**src/rtl/gate_memory_sequencer_pkg.sv**
```systemverilog
// Shared definitions for the gate memory sequencer: default sizes and FSM state encoding.
package gate_memory_sequencer_pkg;

    localparam int DEF_DATA_SIZE   = 14;
    localparam int DEF_ADDR_SIZE   = 19;
    localparam int DEF_MEMORY_SIZE = 10;

    typedef enum logic [1:0] {
        IDLE     = 2'd0,
        CAPTURE  = 2'd1,
        PLAYBACK = 2'd2,
        DRAIN    = 2'd3
    } gate_state_e;

endpackage

```
**src/rtl/gate_memory_sequencer_if.sv**
```systemverilog
// Gate memory port: the sequencer is the only master; the memory is the slave.
interface gate_memory_sequencer_if #(
    parameter int DATA_SIZE = 14,
    parameter int ADDR_SIZE = 19
);
    logic [ADDR_SIZE-1:0] mem_addr;
    logic                 mem_read;
    logic                 mem_write;
    logic [DATA_SIZE-1:0] mem_wdata;
    logic [DATA_SIZE-1:0] mem_rdata;

    modport master (
        output mem_addr, mem_read, mem_write, mem_wdata,
        input  mem_rdata
    );

    modport slave (
        input  mem_addr, mem_read, mem_write, mem_wdata,
        output mem_rdata
    );
endinterface

```
**src/rtl/gate_skid_buffer.sv**
```systemverilog
// Two-entry FIFO that holds playback words returned by the memory while downstream stalls.
module gate_skid_buffer
    import gate_memory_sequencer_pkg::*;
#(
    parameter int DATA_SIZE = DEF_DATA_SIZE
) (
    input  logic                 i_clock,
    input  logic                 i_reset,
    input  logic                 i_push,
    input  logic [DATA_SIZE-1:0] i_data,
    input  logic                 i_pop,
    output logic [DATA_SIZE-1:0] o_data,
    output logic                 o_valid,
    output logic [1:0]           o_occupancy
);
    logic [DATA_SIZE-1:0] entry [2];
    logic                 wr_sel;
    logic                 rd_sel;
    logic [1:0]           occ;
    logic                 pop_ok;

    assign pop_ok = i_pop && (occ != 2'd0);

    // NOTE: the storage is reset as well, because o_data has to read zero out of reset.
    always_ff @(posedge i_clock or negedge i_reset) begin
        if (!i_reset) begin
            entry[0] <= '0;
            entry[1] <= '0;
            wr_sel   <= 1'b0;
            rd_sel   <= 1'b0;
            occ      <= 2'd0;
        end else begin
            if (i_push) begin
                entry[wr_sel] <= i_data;
                wr_sel        <= ~wr_sel;
            end
            if (pop_ok) begin
                rd_sel <= ~rd_sel;
            end
            occ <= occ + 2'(i_push) - 2'(pop_ok);
        end
    end

    assign o_data      = entry[rd_sel];
    assign o_valid     = (occ != 2'd0);
    assign o_occupancy = occ;
endmodule

```
**src/rtl/gate_memory_sequencer.sv**
```systemverilog
// Gate memory sequencer: captures a gated sample burst into the gate memory and replays
// it as a valid/ready stream. It owns the memory port, so read and write never overlap.
module gate_memory_sequencer
    import gate_memory_sequencer_pkg::*;
#(
    parameter int DATA_SIZE   = DEF_DATA_SIZE,
    parameter int ADDR_SIZE   = DEF_ADDR_SIZE,
    parameter int MEMORY_SIZE = DEF_MEMORY_SIZE
) (
    input  logic                    i_clock,
    input  logic                    i_reset,
    input  logic                    i_start_capture,
    input  logic                    i_start_playback,
    input  logic [ADDR_SIZE-1:0]    i_length,
    input  logic [DATA_SIZE-1:0]    i_data,
    input  logic                    i_valid,
    output logic [DATA_SIZE-1:0]    o_data,
    output logic                    o_valid,
    input  logic                    i_ready,
    gate_memory_sequencer_if.master mem,
    output logic                    o_busy,
    output logic                    o_done,
    output logic [ADDR_SIZE-1:0]    o_count
);
    localparam logic [ADDR_SIZE-1:0] MEM_WORDS = ADDR_SIZE'(MEMORY_SIZE);
    localparam logic [ADDR_SIZE-1:0] ONE       = ADDR_SIZE'(1);

    gate_state_e          state, state_next;
    logic [ADDR_SIZE-1:0] ptr, len, count;
    logic [ADDR_SIZE-1:0] start_len, pb_len;
    logic [ADDR_SIZE-1:0] mem_addr_q;
    logic [DATA_SIZE-1:0] mem_wdata_q;
    logic                 mem_read_q, mem_write_q;
    logic                 cap_accept, pb_accept, wr_fire, last_wr;
    logic                 slots_ok, rd_issue, last_rd, pop, final_pop;
    logic                 skid_valid;
    logic [1:0]           skid_occ;

    assign start_len  = (i_length < MEM_WORDS) ? i_length : MEM_WORDS;
    assign pb_len     = (start_len < count) ? start_len : count;
    assign cap_accept = (state == IDLE) && i_start_capture && (i_length != '0);
    assign pb_accept  = (state == IDLE) && !i_start_capture && i_start_playback
                        && (i_length != '0) && (count != '0);

    assign wr_fire = (state == CAPTURE) && i_valid;
    assign last_wr = wr_fire && (ptr == len - ONE);

    // The slot freed by this cycle's handshake counts as free, which sustains one word per cycle.
    assign pop      = skid_valid && i_ready;
    assign slots_ok = (3'(skid_occ) + 3'(mem_read_q)) < (3'd2 + 3'(pop));
    assign rd_issue = pb_accept || ((state == PLAYBACK) && (ptr < len) && slots_ok);
    assign last_rd  = (state == PLAYBACK) && rd_issue && (ptr == len - ONE);
    assign final_pop = (state == DRAIN) && pop && (skid_occ == 2'd1) && !mem_read_q;

    // NOTE: sequential state uses non-blocking assignments so every register samples pre-edge values.
    always_ff @(posedge i_clock or negedge i_reset) begin
        if (!i_reset) state <= IDLE;
        else          state <= state_next;
    end

    // NOTE: state_next gets a default first so no path through the case infers a latch.
    always_comb begin
        state_next = state;
        case (state)
            IDLE: begin
                if (cap_accept)     state_next = CAPTURE;
                else if (pb_accept) state_next = (pb_len == ONE) ? DRAIN : PLAYBACK;
            end
            CAPTURE:  if (last_wr)   state_next = IDLE;
            PLAYBACK: if (last_rd)   state_next = DRAIN;
            DRAIN:    if (final_pop) state_next = IDLE;
            default:  state_next = IDLE;
        endcase
    end

    always_comb begin
        o_busy = (state != IDLE);
        o_done = last_wr || final_pop;
    end

    always_ff @(posedge i_clock or negedge i_reset) begin
        if (!i_reset) begin
            ptr         <= '0;
            len         <= '0;
            count       <= '0;
            mem_addr_q  <= '0;
            mem_wdata_q <= '0;
            mem_read_q  <= 1'b0;
            mem_write_q <= 1'b0;
        end else begin
            mem_write_q <= wr_fire;
            mem_read_q  <= rd_issue;

            if (cap_accept) begin
                ptr <= '0;
                len <= start_len;
            end else if (pb_accept) begin
                // Address 0 is issued right away; the pointer already names the next word.
                ptr <= (pb_len == ONE) ? '0 : ONE;
                len <= pb_len;
            end else if ((wr_fire && !last_wr) || ((state == PLAYBACK) && rd_issue && !last_rd)) begin
                ptr <= ptr + ONE;
            end

            if (wr_fire) begin
                mem_addr_q  <= ptr;
                mem_wdata_q <= i_data;
            end else if (rd_issue) begin
                mem_addr_q  <= pb_accept ? '0 : ptr;
            end

            if (last_wr) count <= len;
        end
    end

    gate_skid_buffer #(.DATA_SIZE(DATA_SIZE)) u_skid (
        .i_clock     (i_clock),
        .i_reset     (i_reset),
        .i_push      (mem_read_q),
        .i_data      (mem.mem_rdata),
        .i_pop       (pop),
        .o_data      (o_data),
        .o_valid     (skid_valid),
        .o_occupancy (skid_occ)
    );

    assign o_valid       = skid_valid;
    assign o_count       = count;
    assign mem.mem_addr  = mem_addr_q;
    assign mem.mem_read  = mem_read_q;
    assign mem.mem_write = mem_write_q;
    assign mem.mem_wdata = mem_wdata_q;
endmodule

```
**src/flat_wrapper.sv**
```systemverilog
// flat-port wrapper written by rule: the top's interface ports become plain ports
module gate_memory_sequencer_flat import gate_memory_sequencer_pkg::*;
#(
    parameter int DATA_SIZE   = DEF_DATA_SIZE,
    parameter int ADDR_SIZE   = DEF_ADDR_SIZE,
    parameter int MEMORY_SIZE = DEF_MEMORY_SIZE
)
  (i_clock, i_reset, i_start_capture, i_start_playback, i_length, i_data, i_valid, o_data, o_valid, i_ready, o_busy, o_done, o_count, mem_mem_addr, mem_mem_read, mem_mem_write, mem_mem_wdata, mem_mem_rdata);
  gate_memory_sequencer_if #(.DATA_SIZE(DATA_SIZE), .ADDR_SIZE(ADDR_SIZE)) mem_i ();
  input  logic i_clock;
  input  logic i_reset;
  input  logic i_start_capture;
  input  logic i_start_playback;
  input  logic [ADDR_SIZE-1:0] i_length;
  input  logic [DATA_SIZE-1:0] i_data;
  input  logic i_valid;
  output logic [DATA_SIZE-1:0] o_data;
  output logic o_valid;
  input  logic i_ready;
  output logic o_busy;
  output logic o_done;
  output logic [ADDR_SIZE-1:0] o_count;
  output wire logic [$bits(mem_i.mem_addr)-1:0] mem_mem_addr;
  output wire logic [$bits(mem_i.mem_read)-1:0] mem_mem_read;
  output wire logic [$bits(mem_i.mem_write)-1:0] mem_mem_write;
  output wire logic [$bits(mem_i.mem_wdata)-1:0] mem_mem_wdata;
  input wire logic [$bits(mem_i.mem_rdata)-1:0] mem_mem_rdata;
  assign mem_mem_addr = mem_i.mem_addr;
  assign mem_mem_read = mem_i.mem_read;
  assign mem_mem_write = mem_i.mem_write;
  assign mem_mem_wdata = mem_i.mem_wdata;
  assign mem_i.mem_rdata = mem_mem_rdata;
  gate_memory_sequencer #(.DATA_SIZE(DATA_SIZE), .ADDR_SIZE(ADDR_SIZE), .MEMORY_SIZE(MEMORY_SIZE)) u_core (.i_clock(i_clock), .i_reset(i_reset), .i_start_capture(i_start_capture), .i_start_playback(i_start_playback), .i_length(i_length), .i_data(i_data), .i_valid(i_valid), .o_data(o_data), .o_valid(o_valid), .i_ready(i_ready), .mem(mem_i), .o_busy(o_busy), .o_done(o_done), .o_count(o_count));
endmodule
```
**config.mk**
```make
export PLATFORM = sky130hd
export DESIGN_NAME = gate_memory_sequencer_flat
export DESIGN_NICKNAME = d
export VERILOG_FILES = /design/src/rtl/gate_memory_sequencer_pkg.sv /design/src/rtl/gate_memory_sequencer_if.sv /design/src/rtl/gate_skid_buffer.sv /design/src/rtl/gate_memory_sequencer.sv /design/src/flat_wrapper.sv
export SDC_FILE = /design/constraint.sdc
export NUM_CORES = 1
export LEC_CHECK = 0
export ABC_CLOCK_PERIOD_IN_PS = 4050
export CAP_MARGIN = 10
export CORE_ASPECT_RATIO = 1.25
export CORE_MARGIN = 2
export CORE_UTILIZATION = 65
export CTS_BUF_LIST = sky130_fd_sc_hd__clkbuf_8
export DETAILED_ROUTE_END_ITERATION = 8
export DONT_BUFFER_PORTS = 1
export PLACE_DENSITY = 0.84
export SLEW_MARGIN = 10
export SYNTH_ARGS = -nofsm -noshare
export SYNTH_HDL_FRONTEND = slang
export SYNTH_SLANG_ARGS = --single-unit
```
**constraint.sdc**
```tcl
create_clock -name i_clock -period 4.05 [get_ports i_clock]
set_input_delay 0.81 -clock i_clock [delete_from_list [all_inputs] [get_ports i_clock]]
set_output_delay 0.81 -clock i_clock [all_outputs]
set_load 0.02 [all_outputs]
```
==> key figures, run 1 <==
Placement
  • DP Wirelength: ~12000 microns
  • Port Buffers: 0
  • GPL Wtd Cong: ~1
  • Worst slack, placed: roughly 0.52 ns

Yosys
  • Synth Flop Type: dfrtp_1
  • Register area share after synthesis: between 40 and 50%
  • Synth Register Bits: 126
  • Mapped Area: around 0.007 sq mm
  • Ys async rst share: 100%
  • Post-synth EDFFs: 0
  • Post-synth cell types: 67
  • Avg Inst Size Synth: ~9.7 sq um
  • Post-synthesis cell count: roughly 730
  • Yosys warns: 0

Clock tree
  • Hold_buf cts: 0
  • CTS root buf: clkbuf_8
  • Cts bufs inserted: 17
  • Clock Latency Late Sink: roughly 0.45 ns
  • Number of setup buffers added after CTS: 0
  • CTS Sinks: 126
  • CTS tree: built
  • Clock Pin Slew Worst Setup and Hold Paths: around 0.080 ns
  • H-tree depth: 4
  • Clock buffer depth: 2

Outcome
  • Status: finished, final reports clean

Floorplan
  • Initial core utilization: 66.8%
  • Top Ports: roughly 120
  • Die Span Y: ~120 microns
  • Std cell rows: between 40 and 50
  • Die area: 0.0118 sq mm
  • Core ar.: roughly 0.011 sq mm
  • Die width: between 90 and 100 microns

STA
  • Final period util: 95.7%
  • Fmax: 0.258 GHz
  • Worst Slack Setup Final: 0.173 ns
  • Max transition margin: around an eighth
  • Setup TNS: 0 ns
  • Clock Skew: 0.0157 ns
  • Tmin final: approximately 3.9 ns
  • Final setup viols: 0
  • RSZ-0062 raised after global routing: false
  • Final-report max-slew violation count: 0
  • Final Hold Fails: 0
  • Worst-margin pin slew: 1.28 ns

Worst setup path
  • Max FO, Critical Path: 8
  • CP startpoint: u_core.len[1]$_DFFE_PN0P_
  • CP endpoint kind: output port
  • Crit Reg-Reg Startpoint: u_core.len[1]$_DFFE_PN0P_
  • Worst EP required: between 3 and 4 ns
  • Critical path type: flip-flop to output port
  • CP arrival: between 3 and 4 ns
  • CP Launch Type: flip-flop

Final layout
  • Fillers: 790
  • Commonest non-fill, non-tap cells in the layout: nand2_1 (124), dfrtp_1 (124), inv_1 (58)
  • Nets: 841
  • Layout cells sized above 1: between 10% and 20%
  • Layout area overhead: 7.88%
  • Antenna diodes: 0

Routing
  • DRT Wirelength: ~17000 microns
  • Via count: between 5k and 6k
  • Number of routed nets with antenna violations: 0
  • TritonRoute pass-1 iters: 6
  • Routed len/inst: 18.7 microns
  • Drc violations: 0
  • Routed vias/inst: about 6.2
  • 1st-iter DRT viols: ~420

Power and ir drop
  • VDD IR-drop max: between 300 and 400 uV
  • Leakage power: about 3.6 nW
  • Pwr/cell area: between 500 and 600 mW/mm^2

Global route
  • Initial antenna violation count: 0
  • Largest net degree at the start of global routing: 127
  • Total gr overflow: 0
  • Number of global-route vias before repair: 5573
  • Total GRT Usage: 29.3%
  • First-pass GRT wire length: ~28000 microns

Worst hold path
  • Hold crit path type: input port to asynchronous set/reset pin

Run
  • Max Cap Viol: 0
## cell type report
class                           count  area, sq um  share of cell area [%]
Clock buffer                       17          234                    3.06
Clock inverter                     15          170                    2.22
Inverter                           59          221                    2.89
Multi-Input combinational cell    533         3650                    47.7
Sequential cell                   126         3160                    41.2
Tap cell                          132          165                    2.16
Timing Repair Buffer                8         60.1                   0.785
## cells in the mapped netlist (4+ instances only)
| master | number | area (sq um) |
|---|---|---|
| a211oi_1 | 9 | 67.6 |
| a21o_1 | 11 | 82.6 |
| a21oi_1 | 25 | 125 |
| a22oi_1 | 4 | 30.0 |
| a31o_2 | 6 | 52.6 |
| and2_1 | 7 | 43.8 |
| and3_1 | 8 | 50.1 |
| clkbuf_1 | 18 | 67.6 |
| dfrtp_1 | 126 | 3150 |
| ha_1 | 43 | 538 |
| inv_1 | 58 | 218 |
| mux2_2 | 43 | 484 |
| mux2i_1 | 7 | 70.1 |
| nand2_1 | 124 | 465 |
| nand3_1 | 19 | 95.1 |
| nand4_1 | 19 | 119 |
| nor2_1 | 23 | 86.3 |
| nor2b_1 | 4 | 25.0 |
| nor3_1 | 9 | 45.0 |
| nor4_1 | 9 | 56.3 |
| o21a_1 | 4 | 30.0 |
| o21ai_0 | 44 | 220 |
| o21ai_2 | 10 | 87.6 |
| o31ai_1 | 10 | 75.1 |
| or2_2 | 4 | 25.0 |
| xnor2_1 | 17 | 149 |
| xor2_1 | 9 | 78.8 |
## flip-flops by register name, summed over array words and instances (netlist names)
name and flops:
u_core.u_skid.entry 28, u_core.len 19, u_core.mem.mem_addr 19, u_core.o_count 19, u_core.ptr 19, u_core.mem.mem_wdata 14
u_core.state 2, u_core.u_skid.o_occupancy 2, u_core.mem.mem_read 1, u_core.mem.mem_write 1, u_core.u_skid.rd_sel 1, u_core.u_skid.wr_sel 1
## where the power goes
| group | total [mW] | internal [mW] | switching (mW) |
|---|---|---|---|
| Clock | 1.11 | 0.520 | 0.588 |
| Sequential | 1.86 | 1.54 | 0.329 |
| Combinational | 1.27 | 0.547 | 0.728 |
## layer usage
layer | part of all wire (%) | vias up | wire, microns | GRT usage [%]
met5 | 0 | - | 0 | 0
met4 | 1.7 | 0 | 278 | 9.11
met3 | 7.6 | 22 | 1260 | 6.76
met2 | 50 | 234 | 8410 | 48.4
met1 | 40 | 2685 | 6720 | 38.6
li1 | - | 2621 | - | -
## kinds of logic (layout without fill, tap and decap cells)
logic type                 after synthesis  in the layout  share of synthesized area (%)
adders and majority gates               43             43                           7.58
muxes                                   51             51                           7.97
AOI/OAI and AO/OA                      155            155                           15.1
xor gates and xnor gates                26             26                           3.21
DFF                                    126            126                           44.4
buffers and inverters                   87             99                           5.08
and+or+nand+nor                        243            243                           16.6
other                                    1             15                         0.0529
## per-stage QoR
stage / instance area (sq um) / hold WS [ns] / instances / power, mW / util, %
after floorplan: 7150 / 0.463 / 746 / 2.89 / -
after global placement: 7240 / 0.477 / 858 / 3.08 / 68.2
after detailed placement: 7240 / 0.487 / 858 / 3.16 / 68.2
after CTS: 7640 / 0.0430 / 890 / 4.27 / 72.0
after global routing: 7650 / 0.0251 / 890 / 4.49 / 72.1
final: 7650 / 0.0549 / 890 / 4.25 / 72.1
## final timing paths
check	end	slack, ns	cells past startpoint
worst max-delay path	o_done	0.17	9
worst min-delay path	u_core.ptr[15]$_DFFE_PN0P_	0.05	0
worst max register to register	u_core.o_count[0]$_DFFE_PN0P_	0.73	10
worst min register to register	u_core.u_skid.entry[2]$_DFFE_PN0P_	0.51	1
max in group asynchronous	u_core.o_count[16]$_DFFE_PN0P_	3.79	0
min in group i_clock	u_core.mem.mem_wdata[13]$_DFFE_PN0P_	0.46	2
## what timing repair did
| item | CTS | global route |
|---|---|---|
| setup endpoints to repair | 0 | 1 |
| resized for setup | 0 | 4 |
| hold endpoints to repair | 0 | 0 |
## worst max-delay path: stages, from the launching register on
cell and delay (ns):
dfrtp_2 0.46, inv_1 0.10, ha_2 0.25, xor2_1 0.11
or4b_1 0.48, a311o_1 0.38, a211oi_1 0.19, and4_1 0.23
and3_1 0.23, a31o_4 0.18
Note: power is estimated with default switching activity, not from simulation.
==> inputs of run 2 (changes only) <==
- ABC_CLOCK_PERIOD_IN_PS: 4050 -> 4300
- clock period: 4.05 -> 4.3 ns (I/O delays scaled with it)
==> run 2 against run 1 <==
Effect of this change: critical endpoint unchanged; largest cell class unchanged; clock power shrank 5%; utilization shrank 0.18 points; sequential power shrank 6%; largest power group unchanged; clock skew shrank 0.0050 ns; flip-flop and latch count is the same; wire length shrank 1.8%.
==> key figures, run 2 (synthesis gave the netlist of run 1 again) <==
STA
  • Clock Skew: 0.0107 ns (-0.00500 ns)
  • Final period util: between 90% and 100%
  • Final Hold Fails: 0 (unchanged)
  • Worst-margin pin slew: 1.46 ns (+0.176 ns)
  • Final setup viols: 0 (unchanged)
  • Worst Slack Setup Final: 0.220 ns (+0.0465 ns)
  • Setup TNS: 0 ns (unchanged)
  • Tmin final: around 4 ns
  • Fmax: 0.245 GHz
  • RSZ-0062 raised after global routing: false
  • Max transition margin: 0.274% (-12 points)
  • Hold_ws: 0.0964 ns (+0.0415 ns)
  • Final-report max-slew violation count: 0 (unchanged)

Clock tree
  • Clock Pin Slew Worst Setup and Hold Paths: 0.09 ns (about the same)
  • H-tree depth: 4 (unchanged)
  • Number of setup buffers added after CTS: 0 (unchanged)
  • Clock Latency Late Sink: 0.45 ns (about the same)
  • Hold_buf cts: 0 (unchanged)
  • Cts bufs inserted: 17 (unchanged)
  • Clock buffer depth: 2 (unchanged)
  • CTS tree: built
  • CTS resizes: 0 (unchanged)
  • CTS Sinks: 126 (unchanged)
  • CTS root buf: clkbuf_8

Global route
  • Initial antenna violation count: 0 (unchanged)
  • Total GRT Usage: 28.3% (-0.95 points)
  • Total gr overflow: 0 (unchanged)
  • Number of global-route vias before repair: 5529 (-0.79%)
  • First-pass GRT wire length: 26800 microns (-3.8%)
  • Largest net degree at the start of global routing: 127 (unchanged)

Run
  • Max Cap Viol: 0 (unchanged)

Power and ir drop
  • Leakage power: 3.59 nW (about the same)
  • VDD IR-drop max: 278 uV (-8.2%)
  • Pwr/cell area: 523 mW/mm^2 (-5.7%)
  • Total chip power: 3.99 mW (-5.9%)

Worst setup path
  • Worst EP required: 3.44 ns (+0.20 ns)
  • Critical path type: flip-flop to output port
  • Worst r2r dst: u_core.o_count[0]$_DFFE_PN0P_
  • Max FO, Critical Path: 8 (unchanged)
  • CP endpoint kind: output port
  • CP startpoint: u_core.len[0]$_DFFE_PN0P_
  • Worst Setup EP: o_done
  • Reg2reg path depth: 10 (unchanged)
  • FF-to-FF setup slack: 0.86 ns (+0.13 ns)
  • CP Launch Type: flip-flop
  • Crit Reg-Reg Startpoint: u_core.len[0]$_DFFE_PN0P_
  • CP arrival: 3.22 ns (+0.15 ns)

Placement
  • GPL Wtd Cong: 0.930 (-4.6%)
  • DP Wirelength: 12300 microns (-0.76%)
  • Placed cells: 858 (unchanged)
  • Worst slack, placed: 0.712 ns (+0.188 ns)
  • Placed cell areas: 0.00724 sq mm (unchanged)
  • Port Buffers: 0 (unchanged)

Outcome
  • Status: finished, final reports clean

Floorplan
  • Core ar.: 0.0106 sq mm (unchanged)
  • Std cell rows: 42 (unchanged)
  • Top Ports: 124 (unchanged)
  • Die Span Y: 121 microns (unchanged)
  • Die area: 0.0118 sq mm (unchanged)
  • Die width: 97.4 microns (unchanged)
  • Initial core utilization: 66.8% (unchanged)

Final layout
  • Post-route insts no fill: 890 (unchanged)
  • Commonest non-fill, non-tap cells in the layout: dfrtp_1 (126), nand2_1 (124), inv_1 (58)
  • Finished Core Util: 71.9% (-0.18 points)
  • Layout cells sized above 1: 14.9% (-0.40 points)
  • Finished Cell Area: 0.00763 sq mm (-0.25%)
  • Antenna diodes: 0 (unchanged)
  • Most flops, register: u_core.u_skid.entry
  • Nets: 841 (unchanged)
  • Max reg flops: 28 (unchanged)
  • Layout area overhead: 7.62%
  • Commonest non-fill, non-tap cell in the layout: dfrtp_1

Routing
  • Number of routed nets with antenna violations: 0 (unchanged)
  • DRT Wirelength: 16400 microns (-1.8%)
  • Routed vias/inst: 6.21 (-0.58%)
  • TritonRoute pass-1 iters: 5 (-1)
  • Drc violations: 0 (unchanged)
  • 1st-iter DRT viols: 319 (-23%)
  • Via count: 5530 (-0.58%)
  • Routed len/inst: 18.4 microns (-1.8%)

Worst hold path
  • Hold crit path type: input port to asynchronous set/reset pin
run 2: worst min path at each step:
| stage | from | end | slack (ns) | depth (start not counted) |
|---|---|---|---|---|
| final | i_reset | u_core.o_count[15]$_DFFE_PN0P_ | 0.1 | 0 |
| after global routing | i_reset | u_core.o_count[6]$_DFFE_PN0P_ | 0.07 | 0 |
| after global placement | u_core.u_skid.wr_sel$_DFFE_PN0P_ | u_core.u_skid.wr_sel$_DFFE_PN0P_ | 0.48 | 1 |
| after detailed placement | u_core.u_skid.entry[5]$_DFFE_PN0P_ | u_core.u_skid.entry[5]$_DFFE_PN0P_ | 0.49 | 1 |
| after floorplan | u_core.u_skid.wr_sel$_DFFE_PN0P_ | u_core.u_skid.wr_sel$_DFFE_PN0P_ | 0.46 | 1 |
| after CTS | i_reset | u_core.u_skid.entry[16]$_DFFE_PN0P_ | 0.07 | 0 |
run 2: per-layer routing:
metal  share of wire (%)  wire length (microns)  global-route usage (%)
met2                  49                   8040                    46.3
met4                 2.8                    454                    13.0
met1                  42                   6830                    36.0
met3                 6.4                   1050                    6.65
met5                   0                      0                       0
run 2: where the power goes:
group / internal (mW) / total, mW / switching [mW]
Combinational: 0.512 / 1.19 / 0.676
Sequential: 1.45 / 1.75 / 0.308
Clock: 0.490 / 1.05 / 0.562
Total: 2.45 / 3.99 / 1.55
run 2: layout make-up:
type,instances,area [sq um]
Clock inverter,15,165
Clock buffer,17,234
Inverter,59,221
Timing Repair Buffer,8,60.1
Tap cell,132,165
Fill cell,788,2980
Sequential cell,126,3150
Multi-Input combinational cell,533,3640
run 2: worst max-delay path, stage by stage (launching register included):
cell,delay (ns)
dfrtp_1,0.51
inv_1,0.08
ha_1,0.30
xor2_1,0.19
or4b_1,0.48
a311o_1,0.36
a211oi_1,0.19
and4_1,0.21
and3_1,0.21
a31o_2,0.22
